--- config.mk ---
export PLATFORM = sky130hd
export DESIGN_NAME = branch_sequencer
export DESIGN_NICKNAME = d
export VERILOG_FILES = /design/src/rtl/cpu_pkg.sv /design/src/rtl/jcn_cond_eval.sv /design/src/rtl/branch_sequencer.sv
export SDC_FILE = /design/constraint.sdc
export NUM_CORES = 1
export LEC_CHECK = 0
export ABC_AREA = 1
export CAP_MARGIN = 20
export CORE_ASPECT_RATIO = 0.75
export CORE_MARGIN = 2
export CORE_UTILIZATION = 45
export DETAILED_ROUTE_END_ITERATION = 6
export PLACE_DENSITY = 0.87
export SETUP_SLACK_MARGIN = 0.05
export SLEW_MARGIN = 20
export SYNTH_ARGS = -nofsm -noshare
export SYNTH_HDL_FRONTEND = slang
export SYNTH_SLANG_ARGS = --single-unit
export TNS_END_PERCENT = 1
--- constraint.sdc ---
create_clock -name clk -period 2.7 [get_ports clk]
set_clock_uncertainty 0.15 [all_clocks]
set_input_delay 0.54 -clock clk [delete_from_list [all_inputs] [get_ports clk]]
set_output_delay 0.54 -clock clk [all_outputs]
set_load 0.01 [all_outputs]
--- src/rtl/cpu_pkg.sv ---
// Shared definitions for the 4-bit CPU core program-flow logic:
// opcode nibbles, instruction-cycle phases and the sequencer state type.
package cpu_pkg;

    localparam logic [3:0] OPR_JCN     = 4'h1;
    localparam logic [3:0] OPR_FIM_SRC = 4'h2;
    localparam logic [3:0] OPR_FIN_JIN = 4'h3;
    localparam logic [3:0] OPR_JUN     = 4'h4;
    localparam logic [3:0] OPR_JMS     = 4'h5;
    localparam logic [3:0] OPR_ISZ     = 4'h7;
    localparam logic [3:0] OPR_BBL     = 4'hC;

    localparam logic [2:0] CYC_M1 = 3'd3;
    localparam logic [2:0] CYC_M2 = 3'd4;
    localparam logic [2:0] CYC_X3 = 3'd7;

    typedef enum logic {
        FETCH1 = 1'b0,
        FETCH2 = 1'b1
    } seqState_t;

    // FIM and SRC share OPR 0x2; only FIM (OPA[0]=0) carries an operand word.
    function automatic logic isTwoWord(input logic [3:0] opr, input logic [3:0] opa);
        case (opr)
            OPR_JCN, OPR_JUN, OPR_JMS, OPR_ISZ: isTwoWord = 1'b1;
            OPR_FIM_SRC:                        isTwoWord = ~opa[0];
            default:                            isTwoWord = 1'b0;
        endcase
    endfunction

endpackage

--- src/rtl/jcn_cond_eval.sv ---
// Conditional-jump evaluation. OPA[3] inverts the OR of the selected tests:
// OPA[2] accumulator zero, OPA[1] carry set, OPA[0] test pin low.
module jcn_cond_eval (
    input  logic [3:0] opa,
    input  logic       accZero,
    input  logic       carryFlag,
    input  logic       testIn,
    output logic       jumpTaken
);

    // Purely combinational condition reduction.
    always_comb begin
        jumpTaken = opa[3] ^ ((opa[2] & accZero) | (opa[1] & carryFlag) | (opa[0] & ~testIn));
    end

endmodule

--- src/rtl/branch_sequencer.sv ---
// Program-flow controller: tracks one/two-word instructions across the
// 8-phase instruction cycle and decides every PC redirect and stack strobe.
//
//   state  | meaning
//   -------+-----------------------------------------------------------
//   FETCH1 | first (or only) word; latches OPR/OPA, runs JIN and BBL
//   FETCH2 | operand word; latches A2/A1, runs JUN/JMS/JCN/ISZ/FIM
//
// Strobes are decoded from registered state and latched nibbles, gated to
// phase 7, so they fire exactly once at the edge ending the instruction.
module branch_sequencer
    import cpu_pkg::*;
(
    input  logic        clk,
    input  logic        rst,
    input  logic [2:0]  cycle,
    input  logic [3:0]  romData,
    input  logic [11:0] pcAddr,
    input  logic        accZero,
    input  logic        carryFlag,
    input  logic        testIn,
    input  logic        iszZero,
    input  logic [7:0]  pairData,
    input  logic [11:0] stackTop,
    output logic        pcLoad,
    output logic [11:0] pcNew,
    output logic        push,
    output logic        pop,
    output logic [11:0] retAddr,
    output logic        secondWord
);

    seqState_t   state;
    seqState_t   stateNext;
    logic [3:0]  opr;
    logic [3:0]  opa;
    logic [3:0]  a2;
    logic [3:0]  a1;
    logic [11:0] nextAddr;
    logic        jcnTaken;
    logic        lastPhase;

    assign nextAddr   = pcAddr + 12'd1;
    assign lastPhase  = (cycle == CYC_X3);
    assign secondWord = (state == FETCH2);

    jcn_cond_eval uJcnCond (
        .opa       (opa),
        .accZero   (accZero),
        .carryFlag (carryFlag),
        .testIn    (testIn),
        .jumpTaken (jcnTaken)
    );

    // State register and nibble latches; reset aborts any instruction in flight.
    always_ff @(posedge clk) begin
        if (rst) begin
            state <= FETCH1;
            opr   <= 4'h0;
            opa   <= 4'h0;
            a2    <= 4'h0;
            a1    <= 4'h0;
        end else begin
            state <= stateNext;
            if (state == FETCH1) begin
                if (cycle == CYC_M1) opr <= romData;
                if (cycle == CYC_M2) opa <= romData;
            end else begin
                if (cycle == CYC_M1) a2 <= romData;
                if (cycle == CYC_M2) a1 <= romData;
            end
        end
    end

    // Next-state: word boundary is the phase-7 edge.
    always_comb begin
        stateNext = state;
        if (lastPhase) begin
            if (state == FETCH1) begin
                stateNext = isTwoWord(opr, opa) ? FETCH2 : FETCH1;
            end else begin
                stateNext = FETCH1;
            end
        end
    end

    // Redirect and stack strobe decode for the instruction ending this cycle.
    always_comb begin
        pcLoad  = 1'b0;
        pcNew   = 12'h000;
        push    = 1'b0;
        pop     = 1'b0;
        retAddr = 12'h000;
        if (lastPhase) begin
            if (state == FETCH1) begin
                if (opr == OPR_FIN_JIN && opa[0]) begin
                    pcLoad = 1'b1;
                    pcNew  = {nextAddr[11:8], pairData};
                end else if (opr == OPR_BBL) begin
                    pcLoad = 1'b1;
                    pop    = 1'b1;
                    pcNew  = stackTop;
                end
            end else begin
                case (opr)
                    OPR_JUN: begin
                        pcLoad = 1'b1;
                        pcNew  = {opa, a2, a1};
                    end
                    OPR_JMS: begin
                        pcLoad  = 1'b1;
                        pcNew   = {opa, a2, a1};
                        push    = 1'b1;
                        retAddr = nextAddr;
                    end
                    OPR_JCN: begin
                        if (jcnTaken) begin
                            pcLoad = 1'b1;
                            pcNew  = {nextAddr[11:8], a2, a1};
                        end
                    end
                    OPR_ISZ: begin
                        if (!iszZero) begin
                            pcLoad = 1'b1;
                            pcNew  = {nextAddr[11:8], a2, a1};
                        end
                    end
                    default: ;
                endcase
            end
        end
    end

endmodule

==> metrics.yaml <==
outcome: "complete, no violations"
min_from: "a2[1]"
synthXorXnorAreaFrac_pct: 0.567
finalWirelength_um: 5690
dpl.hpwl_um: 4220
irDropWorstVdd_mv: 0.375
max_clock_freq_mhz: 377
report.final.slew_viol_count: 0
synth-seq-area-share_pct: 22.0
grt_start_max_net_pins: 19
worst_slew_pin_slew_ns: 0.592
synth_top_area_share_pct: 22.0
antenna_left: 0
drtIter0Drc: 111
synth_cell_types: 29
synth_nets: 326
routedWlPerCell_um: 13.5
syn_avg_cell_area_um2: 5.51
yosys.area_share.adder_pct: 0.810
ys_warn_count: 0
yosysTopAreaCell: "dfxtp_1"
place.gp.congestion: 0.880
rsz0062_at_grt: "yes"
mostFrequentLayoutCell: "nand2_1"
drc: 0
h-tree-depth: 1
startpoint_type: "flip-flop"
grt_pass1_vias: 1900
syn-instance-count: 280
antenna_found_initial: 0
synth-seq-cells: 17
cp_max_fo: 10
syn-cell-area_um2: 1540
coreArea_um2: 3290
path_clk_slew_ns: 0.06
synthToLayoutAreaGrowth_pct: 67.8
synth_top_family_by_area: "simple AND/OR/NAND/NOR gates"
fillers: 262
max_stage_delay_ns: 0.52
grt_pass1_wl_um: 8690
maxCapViolCount: 0
fin_ws_ns: 0.0464
r2r-start: "secondWord"
synth_compound_area_share_pct: 16.9
port-buffer-count: 72
tns_ns: 0
post_route_cells_drive_above_1_share_pct: 21.3
cts_tree: "built"
via_count: 2180
clk_path_buf_depth: 2
r2r-end: "opa[0]"
critPathBufInv: 3
holdPathStages: 2
layout_min_cycle_time_ns: 2.65
cp-end-kind: "output port"
r2r_cells: 4
finalSetupViolations: 0
drtPass1Iterations: 4
rows: 18
cts_root_buffer: "clkbuf_8"
power_density_nw_per_um2: 244
required_ns: 2.01
critPathArrivalTime_ns: 1.96
grt_usage_pct: 28.6
start_util_pct: 47.0
finalHoldViolCount: 0
viasPerCell: 5.18
layout_common_cells: "nand2_1, inv_1, nor2_1"
crit_slowest_cell: "clkdlybuf4s50_1"
overflow: 0
fin_nets: 428
die-area_um2: 3920
dieWidth_um: 71.6
post_synth_mux_area_share_pct: 0
cp_top_family: "buffers and inverters"
pre_cts_ws_ns: -0.561
cts_sinks: 17
antenna_cells: 0
ios: 73
die_h_um: 54.7
cts_made_buffers: 3
min_to: "a2[1]"
min-delay-path-class: "reg2reg"
path_cells: "inv_1 -> nand4_2 -> nor2_4 -> buf_4 -> clkdlybuf4s50_1"
r2r_slack_ns: 1.17
critPathKind: "reg2out"
synth-simple-area-share_pct: 45.9
whs_ns: 0.310
relSlewSlack_pct: 60.4
clk_latency_ns: 0.25
power_leakage_nw: 1.35
synth_area_leaders: "dfxtp_1, nand2_1, inv_1, nor2_1, a21oi_1"
finalCritPeriodShare_pct: 98.3
==> layout make-up <==
cell class	count	area, um^2	area share, %
tap	40	50.0	1.93
multi-input combinational	208	1080	41.6
sequential	17	340	13.1
clock inverter	1	5.00	0.193
clock buffer	3	41.3	1.59
timing repair buffer	104	897	34.6
inverter	48	180	6.95
==> through the flow <==
step / util (%) / cells / instance area [um^2] / total power, mW
detailed placement: 74.9 / 409 / 2460 / 0.433
finish: 78.8 / 421 / 2590 / 0.632
global placement: 74.9 / 409 / 2460 / 0.428
floorplan: - / 280 / 1540 / 0.330
CTS: 78.0 / 419 / 2560 / 0.625
global route: 78.8 / 421 / 2590 / 0.664
==> where the power goes <==
| part | switching (mW) | total (mW) | internal [mW] |
|---|---|---|---|
| Clock | 0.0864 | 0.189 | 0.103 |
| Combinational | 0.0861 | 0.179 | 0.0924 |
| Sequential | 0.00764 | 0.265 | 0.257 |
==> synth_stat cells, drive strengths merged <==
cell and instances:
a211oi 5, a21boi 1, a21oi 20, a22oi 1, a31oi 1, buf 3, clkbuf 4, dfxtp 17
ha 1, inv 48, nand2 75, nand3 20, nand4 13, nor2 45, nor3 2, nor3b 2
o21ai 19, o21bai 1, or2 1, xor2 1
==> cells by family after synthesis <==
| group | after synthesis |
|---|---|
| simple gates | 158 |
| fa+ha+maj | 1 |
| buf+inv | 55 |
| flops | 17 |
| compound gates | 48 |
| xor+xnor | 1 |
==> state kept, by name, indices dropped and copies added, names as in the netlist <==
signal and flops:
a1 4, opr 4, a2 4, opa 4
secondWord 1
==> worst max path at each step <==
stage,endpoint,start,depth (start not counted),slack [ns]
after floorplan,pcNew[10],pcAddr[0],11,0.50
after global placement,pcNew[10],pcAddr[0],13,-0.44
after detailed placement,pcNew[8],pcAddr[0],13,-0.56
after CTS,pcNew[1],testIn,11,-0.08
after global routing,pop,opr[1],5,-0.04
final,pop,opr[1],5,0.05
==> routing by layer <==
metal  up-vias  GRT usage, %  share of wire [%]
met5         -             0                  0
met4         0          9.43                1.8
met3        11          4.79                6.5
met2        75          46.6                 46
met1       990          38.9                 46
li1       1104             -                  -
==> worst reg2reg max path: cells and delay by family, from the launching register on <==
kind                   cells  cell delay, ns
buffers and inverters      2            0.47
DFF                        1            0.31
AOI/OAI and AO/OA          1            0.31
and+or+nand+nor            1            0.20
==> repair_timing <==
action                                  in CTS  in global routing
gates cloned                                 0                  0
gates resized for setup                     64                 34
buffers inserted                             6                  2
pin swaps                                    4                  5
endpoints found under the setup margin      27                 19
hold buffers                                 0                  0
No activity file was read; power rests on OpenSTA's default activity.
